<file path="config.mk">
export PLATFORM = sky130hd
export DESIGN_NAME = dif_sample_framer_flat
export DESIGN_NICKNAME = d
export VERILOG_FILES = /design/src/rtl/dif_sample_framer_if.sv /design/src/rtl/dif_sample_framer.sv /design/src/flat_wrapper.sv
export SDC_FILE = /design/constraint.sdc
export NUM_CORES = 1
export LEC_CHECK = 0
export ABC_AREA = 1
export BUFFER_PORTS_ARGS = -buffer_cell sky130_fd_sc_hd__buf_4
export CAP_MARGIN = 10
export CORE_MARGIN = 2
export CORE_UTILIZATION = 60
export DETAILED_ROUTE_END_ITERATION = 16
export PLACE_DENSITY_LB_ADDON = 0.15
export SYNTH_ARGS = -nofsm -noshare
export SYNTH_HDL_FRONTEND = slang
export SYNTH_SLANG_ARGS = --single-unit
</file>
<file path="constraint.sdc">
create_clock -name dif_Clk -period 5.95 [get_ports dif_Clk]
set_input_delay 1.785 -clock dif_Clk [delete_from_list [all_inputs] [get_ports dif_Clk]]
set_output_delay 1.785 -clock dif_Clk [all_outputs]
set_load 0.01 [all_outputs]
</file>
<file path="src/rtl/dif_sample_framer_if.sv">
// dif_sample_framer_if: WSI write-burst signals between the sample framer (master) and the receiver (slave).
interface dif_sample_framer_if;
    logic [2:0]  MCmd;
    logic        MReqLast;
    logic        MBurstPrecise;
    logic [11:0] MBurstLength;
    logic [31:0] MData;
    logic        MReqInfo;
    logic        SThreadBusy;
    modport master (output MCmd, MReqLast, MBurstPrecise, MBurstLength, MData, MReqInfo, input SThreadBusy);
    modport slave  (input MCmd, MReqLast, MBurstPrecise, MBurstLength, MData, MReqInfo, output SThreadBusy);
endinterface

</file>
<file path="src/rtl/dif_sample_framer.sv">
// dif_sample_framer: frames an unstallable ADC sample stream into precise WSI write bursts through an elastic FIFO.
// Define SEQ_TAG_EN to carry a 16-bit per-sample sequence tag in dif_MData[31:16].
module dif_sample_framer #(
    parameter int SAMPLE_W   = 16,
    parameter int BURST_LEN  = 64,
    parameter int FIFO_DEPTH = 16,
    parameter int FIFO_AW    = $clog2(FIFO_DEPTH)
) (
    input  logic                    dif_Clk,
    input  logic                    dif_Reset,
    input  logic                    adc_valid,
    input  logic [SAMPLE_W-1:0]     adc_data,
    input  logic                    enable,
    dif_sample_framer_if.master     dif,
    output logic [15:0]             overflow_count,
    output logic                    in_burst
);
`ifdef SEQ_TAG_EN
    localparam int ENT_W = SAMPLE_W + 16;
`else
    localparam int ENT_W = SAMPLE_W;
`endif
    typedef enum logic {IDLE, BURST} state_t;
    state_t               state;
    logic [ENT_W-1:0]     mem [FIFO_DEPTH];
    logic [FIFO_AW:0]     wptr, rptr, cnt;
    logic [11:0]          word_cnt, word_nxt;
    logic [ENT_W-1:0]     wr_ent, rd_ent;
    logic [15:0]          tag;
    logic                 wr_q, full, avail, issue, wr, last;
`ifdef SEQ_TAG_EN
    logic [15:0]          seq;
    assign wr_ent = {seq, adc_data};
    assign tag    = rd_ent[ENT_W-1 -: 16];
    always_ff @(posedge dif_Clk)
        seq <= dif_Reset ? 16'h0 : seq + {15'h0, adc_valid};
`else
    assign wr_ent = adc_data;
    assign tag    = 16'h0;
`endif
    assign cnt      = wptr - rptr;
    assign full     = cnt == (FIFO_AW+1)'(FIFO_DEPTH);
    // A sample becomes visible to the reader one cycle after it is written.
    assign avail    = cnt > {{FIFO_AW{1'b0}}, wr_q};
    assign issue    = avail && !dif.SThreadBusy && (state == BURST || enable);
    assign wr       = adc_valid && (!full || issue);
    assign word_nxt = word_cnt + 12'd1;
    assign last     = word_nxt == 12'(BURST_LEN);
    assign rd_ent   = mem[rptr[FIFO_AW-1:0]];
    assign in_burst = state == BURST;
    assign dif.MReqInfo = 1'b0;
    always_ff @(posedge dif_Clk)
        if (wr) mem[wptr[FIFO_AW-1:0]] <= wr_ent;
    always_ff @(posedge dif_Clk) begin
        if (dif_Reset) begin
            state              <= IDLE;
            wptr               <= '0;
            rptr               <= '0;
            wr_q               <= 1'b0;
            word_cnt           <= '0;
            overflow_count     <= 16'h0;
            dif.MCmd           <= 3'b000;
            dif.MReqLast       <= 1'b0;
            dif.MBurstPrecise  <= 1'b0;
            dif.MBurstLength   <= 12'h0;
            dif.MData          <= 32'h0;
        end else begin
            wr_q <= wr;
            if (wr) wptr <= wptr + 1'b1;
            if (issue) rptr <= rptr + 1'b1;
            if (adc_valid && !wr && overflow_count != 16'hFFFF) overflow_count <= overflow_count + 16'h1;
            dif.MCmd          <= issue ? 3'b001 : 3'b000;
            dif.MReqLast      <= issue && last;
            dif.MBurstPrecise <= issue;
            dif.MBurstLength  <= issue ? 12'(BURST_LEN) : 12'h0;
            if (issue) begin
                dif.MData <= {tag, rd_ent[SAMPLE_W-1:0]};
                state     <= last ? IDLE : BURST;
                word_cnt  <= last ? 12'h0 : word_nxt;
            end
        end
    end
endmodule
</file>
<file path="src/flat_wrapper.sv">
// flat-port wrapper written by rule: the top's interface ports become plain ports
module dif_sample_framer_flat 
#(
    parameter int SAMPLE_W   = 16,
    parameter int BURST_LEN  = 64,
    parameter int FIFO_DEPTH = 16,
    parameter int FIFO_AW    = $clog2(FIFO_DEPTH)
)
  (dif_Clk, dif_Reset, adc_valid, adc_data, enable, overflow_count, in_burst, dif_MCmd, dif_MReqLast, dif_MBurstPrecise, dif_MBurstLength, dif_MData, dif_MReqInfo, dif_SThreadBusy);
  dif_sample_framer_if dif_i ();
  input  logic dif_Clk;
  input  logic dif_Reset;
  input  logic adc_valid;
  input  logic [SAMPLE_W-1:0] adc_data;
  input  logic enable;
  output logic [15:0] overflow_count;
  output logic in_burst;
  output wire logic [$bits(dif_i.MCmd)-1:0] dif_MCmd;
  output wire logic [$bits(dif_i.MReqLast)-1:0] dif_MReqLast;
  output wire logic [$bits(dif_i.MBurstPrecise)-1:0] dif_MBurstPrecise;
  output wire logic [$bits(dif_i.MBurstLength)-1:0] dif_MBurstLength;
  output wire logic [$bits(dif_i.MData)-1:0] dif_MData;
  output wire logic [$bits(dif_i.MReqInfo)-1:0] dif_MReqInfo;
  input wire logic [$bits(dif_i.SThreadBusy)-1:0] dif_SThreadBusy;
  assign dif_MCmd = dif_i.MCmd;
  assign dif_MReqLast = dif_i.MReqLast;
  assign dif_MBurstPrecise = dif_i.MBurstPrecise;
  assign dif_MBurstLength = dif_i.MBurstLength;
  assign dif_MData = dif_i.MData;
  assign dif_MReqInfo = dif_i.MReqInfo;
  assign dif_i.SThreadBusy = dif_SThreadBusy;
  dif_sample_framer #(.SAMPLE_W(SAMPLE_W), .BURST_LEN(BURST_LEN), .FIFO_DEPTH(FIFO_DEPTH), .FIFO_AW(FIFO_AW)) u_core (.dif_Clk(dif_Clk), .dif_Reset(dif_Reset), .adc_valid(adc_valid), .adc_data(adc_data), .enable(enable), .dif(dif_i), .overflow_count(overflow_count), .in_burst(in_burst));
endmodule
</file>
Word level (Yosys, flattened, before mapping) --
Memory sizes are Yosys's and may differ from the RTL's. A register that Yosys moved wholly into a read port is not among the register bits. Index checks and enable logic that the tools add are counted. W data, S select, Z words.
Word-level totals: flip-flop bits (word level) 57, output and inout bits 67, memories 1, memory bits (writable) 256, bits of input ports 21, word-level logic and storage cells 37
Cells by class: mux-type cells 6, $lt $le $gt $ge 1, $add $sub $neg 5, equal/unequal tests 3, reductions and logical operators 11
Memories:
- u_core.mem | words 16, bits a word 16, rd ports 1, clocked after Yosys merged registers in 1, write ports 1, RTL line dif_sample_framer.sv:25 | logic [ENT_W-1:0] mem [FIFO_DEPTH];
Operator list (count):
- $add A16 B1 Y16 const B | 1
- $ne A16 B16 Y1 const B | 1
- $add A12 B1 Y12 const B | 1
- $eq A12 B7 Y1 const B | 1
- $mux W12 | 1
- $add A5 B1 Y5 const B | 2
- $mux W7 | 1
- $logic_and A1 B1 Y1 | 6
- $eq A5 B5 Y1 const B | 1
- $gt A5 B1 Y1 | 1
- $sub A5 B5 Y5 | 1
- $mux W1 | 4
- $logic_not A1 Y1 | 3
- $logic_or A1 B1 Y1 | 2

Longest topological paths before layout --
depth after elaboration 9, mapped depth 17, depth with buffers taken out 17

Worst setup path after synthesis --
OpenSTA, ideal clock, no wires.
path kind in2reg, start input port enable, end memory u_core.mem[11][0] (netlist name), enable pin, data required time 5.562 ns, stages 8, arrival 3.131 ns, slack 2.430 ns, setup time 0.388 ns, path buffers 0, cell sequence nor2_1 > nor2_1 > nand2_4 > nand2_4 > nand2_4 > inv_2 > nand2_1 > nor2_1
Between the ends: word-level cells in the longest chain between the ends 6
Ends and longest elaborated chain:
- start, declared | RTL line flat_wrapper.sv:15 | input logic enable;
- $logic_or A1 B1 Y1 | RTL line dif_sample_framer.sv:45 | assign issue = avail && !dif.SThreadBusy && (state == BURST || enable);
- $logic_and A1 B1 Y1 | RTL line dif_sample_framer.sv:45
- $logic_or A1 B1 Y1 | RTL line dif_sample_framer.sv:46 | assign wr = adc_valid && (!full || issue);
- $logic_and A1 B1 Y1 | RTL line dif_sample_framer.sv:46
- $mux W1 | RTL line dif_sample_framer.sv:53 | if (wr) mem[wptr[FIFO_AW-1:0]] <= wr_ent;
- $mux W1 (implied by the code) | RTL line dif_sample_framer.sv:53
- end, declared | RTL line dif_sample_framer.sv:25
No other way between the ends.

Final worst setup path --
start register u_core.rptr[0], end memory u_core.mem[12][14] (netlist name), enable pin
Between the ends: word-level cells in the longest chain between the ends 8, elaborated cells on any way between the ends 10, classes of those cells add/sub (1); order compare (1); eq/ne (1); mux (2); reduce/logical (5)
Ends and longest elaborated chain:
- start, declared | RTL line dif_sample_framer.sv:26 | logic [FIFO_AW:0] wptr, rptr, cnt;
- start signal, assigned | RTL line dif_sample_framer.sv:70 | if (issue) rptr <= rptr + 1'b1;
- $sub A5 B5 Y5 (*) | RTL line dif_sample_framer.sv:41 | assign cnt = wptr - rptr;
- $gt A5 B1 Y1 | RTL line dif_sample_framer.sv:44 | assign avail = cnt > {{FIFO_AW{1'b0}}, wr_q};
- $logic_and A1 B1 Y1 (2 in series) | RTL line dif_sample_framer.sv:45
- $logic_or A1 B1 Y1 (*) | RTL line dif_sample_framer.sv:46
- $logic_and A1 B1 Y1 (*) | RTL line dif_sample_framer.sv:46
- $mux W1 (*) | RTL line dif_sample_framer.sv:53
- $mux W1 (implied by the code) (*) | RTL line dif_sample_framer.sv:53
Mark *: on every way between the ends. The rest lies on a longest branch, timed or not.

==> flow_summary.ini <==
[synthesis]
synth_cell_types = 36
yosysTopAreaCell = edfxtp_1
yosys-top-cells-area = edfxtp_1, dfxtp_1, nor2_1
ys_ff_latch = 314
yosys.area.top_type_share = 0.5754
syn_area_per_cell_um2 = 10.97
syn_area_um2 = 13360
ys_seq_area_frac = 0.6623
yosysWarnings = 0
syn_inst = 1218

[job]
maxCapViolCount = 0

[global_route]
grt_usage = 0.2558
top_usage_layer = met2
antenna_found_initial = 0
grt_max_degree = 87
use_met2 = 0.3922
use_met1 = 0.3753
grtUsageMet3 = 0.03941
grt_overflow = 0
grt_pass1_vias = 8363
grt_pass1_wl_um = 46790

[floorplan]
core_um2 = 21820
start_util = 0.6122
io_pins = 88
die_y_um = 153.2
die_w_um = 153.2
rows = 54
dieArea_um2 = 23480

[setup_path]
path_class = reg -> reg
start_kind = flop
reg2reg_to = u_core.mem[12][14]
rr_worst_depth = 16
cp-end-kind = flop
cp_common_cell = nand2_1
max_stage_delay_ps = 760
cp.required_ps = 6140
rrSetupSlack_ps = 1960
cp_cell_sequence = ha_1 > inv_1 > fa_1 > nand2_1 > nand2_1 > nand2_1 > nand2_1 > nand2_2 > nor2_1 > nand2_1 > nand2_4 > nand2_4 > nand2_4 > inv_2 > nand2_2 > nor2_2
critical_path_depth = 16
path_max_fanout = 59
critPathSlowestCell = nor2_2
worstReg2RegStart = u_core.rptr[0]
crit_buf_inv = 2
cp.arrival_ps = 4180
cp_top_family = simple AND/OR/NAND/NOR gates

[min_path]
min_to = u_core.rptr[4]
hold_class = reg -> reg
hold_path_depth = 2
hold_path_startpoint = u_core.rptr[4]

[placed_design]
placed_area_um2 = 13760
port_buffers = 57
place_congestion = 0.8677
hpwl_um = 18540

[sta]
fmax_mhz = 250.8
hold_viol = 0
setup_viol = 0
fin_tns_setup_ps = 0
fin_worst_skew_ps = 9.171
min_period_over_period = 0.6700
maxSlewHeadroom = 0.3516
min_period_ps = 3987
rsz0062_at_grt = no
slew_violations = 0
worstMarginPinSlew_ps = 971.5

[routing]
route.detailed.drc = 0
drt_iter0_drc = 1002
drtAntennaViolNets = 0
first_pass_iters = 5
wl_per_cell_um = 19.61
vias_per_cell = 5.910
totalWireLength_um = 30360
vias = 9149

[clock_tree]
post_cts_buffers = 0
cts_resized = 0
cts_tree = done
clockRootBuffer = clkbuf_16
clkSinkCount = 314
insertion_delay_ps = 580
clk_path_buf_depth = 3
cts_buffers = 31
hold_buffers = 0
htreeDepth = 1
clk_pin_slew_ps = 60

[cells_and_area]
antenna_cells = 0
final_layout_size_suffix_gt1_frac = 0.1128
area_growth_syn_to_layout_pct = 10.83
finish.instance_area_um2 = 14810
fin_util = 0.6785
nets = 1277
fill_cells = 1629

[power]
ir_worst_vdd_v = 0.0002260
fin_total_pwr_mw = 5.270
powerDensity_nw_per_um2 = 355.9
leakage_nw = 5.098

[outcome]
outcome = finished clean
worst register-to-register path, stage by stage, from the launching register on:
cell	delay [ps]
dfxtp_4	700
ha_1	240
inv_1	60
fa_1	400
nand2_1	80
nand2_1	70
nand2_1	60
nand2_1	60
nand2_2	70
nor2_1	40
nand2_1	100
nand2_4	350
nand2_4	230
nand2_4	100
inv_2	150
nand2_2	130
nor2_2	760
per-layer routing:
layer | vias up | share of wire
met5 | - | 0
met4 | 0 | 0.038
met3 | 68 | 0.083
met2 | 398 | 0.46
met1 | 4375 | 0.42
li1 | 4308 | -
how the worst max path moves through the flow:
stage | endpoint | slack (ps) | from
floorplan | u_core.mem[11][0] | 2430 | enable
global placement | u_core.mem[4][15] | 1800 | dif_SThreadBusy
detailed placement | u_core.mem[12][5] | 1700 | dif_SThreadBusy
CTS | u_core.mem[12][10] | 1950 | u_core.rptr[0]
global route | u_core.mem[13][3] | 1670 | u_core.rptr[0]
finish | u_core.mem[12][14] | 1960 | u_core.rptr[0]
cell usage after synthesis, drive strengths merged:
master / instances
nand3: 61
o21ai: 159
nand2: 137
nor3b: 1
dfxtp: 58
conb: 1
a31oi: 1
or2: 1
buf: 53
clkinv: 1
inv: 40
edfxtp: 256
nand4: 22
o22ai: 32
fa: 1
nor3: 8
ha: 12
xnor2: 7
o221ai: 13
xor2: 13
a21oi: 37
nor2: 235
o211ai: 19
clkbuf: 47
nand3b: 1
o21bai: 2
cell families (layout without fill, tap and decap cells):
kind of cell / after synthesis / count (layout) / share of synthesized area
xor+xnor: 20 / 20 / 0.01311
flops: 314 / 314 / 0.6623
fa+ha+maj: 13 / 13 / 0.01274
buf+inv: 141 / 162 / 0.05460
other cells: 1 / 30 / 0.0002807
simple gates: 466 / 466 / 0.1473
compound gates: 263 / 263 / 0.1097
where the power goes:
part	leakage (nW)	internal, mW	switching, mW	total (mW)
sequential	2.79	2.45	0.0544	2.50
combinational	1.80	0.229	0.542	0.771
clock	0.515	1.19	0.804	1.99
total	5.10	3.87	1.40	5.27
stage by stage:
stage / worst slack (ps) / cells / hold WS (ps)
finish: 1963 / 1548 / 483.8
global route: 1673 / 1548 / 515.5
CTS: 1952 / 1548 / 484.6
detailed placement: 1704 / 1490 / 475.4
global placement: 1799 / 1490 / 472.7
floorplan: 2430 / 1247 / 452.3
sequential cells by signal (all words and copies together), names as in the netlist:
register,cells
u_core.wptr,5
u_core.dif.MReqLast,1
u_core.dif.MBurstPrecise,1
u_core.overflow_count,16
u_core.dif.MData,16
u_core.wr_q,1
u_core.word_cnt,12
u_core.in_burst,1
u_core.mem,256
u_core.rptr,5
cells in the final DEF, fill, tap and decap left out, drive strengths merged:
cell type and count:
o211ai 19, bufinv 5, nor3 8, edfxtp 256, buf 63, a31oi 1, xnor2 7, inv 40
o221ai 13, dfxtp 58, nand4 22, nand2 137, a21oi 37, or2 1, o22ai 32, o21bai 2
nand3b 1, fa 1, clkbuf 41, o21ai 159, clkinv 13, nor2 235, nor3b 1, nand3 61
xor2 13, conb 30, ha 12
final cells by class:
cell class | instances | area (um2) | share of cell area
clock buffer | 41 | 824.5 | 0.05569
tap | 280 | 350.3 | 0.02366
clock inverter | 17 | 219.0 | 0.01479
sequential | 314 | 8853 | 0.5979
inverter | 41 | 155.1 | 0.01048
multi-input combinational | 792 | 3931 | 0.2655
timing repair buffer | 63 | 473.0 | 0.03194
(Power assumes the default switching activity.)
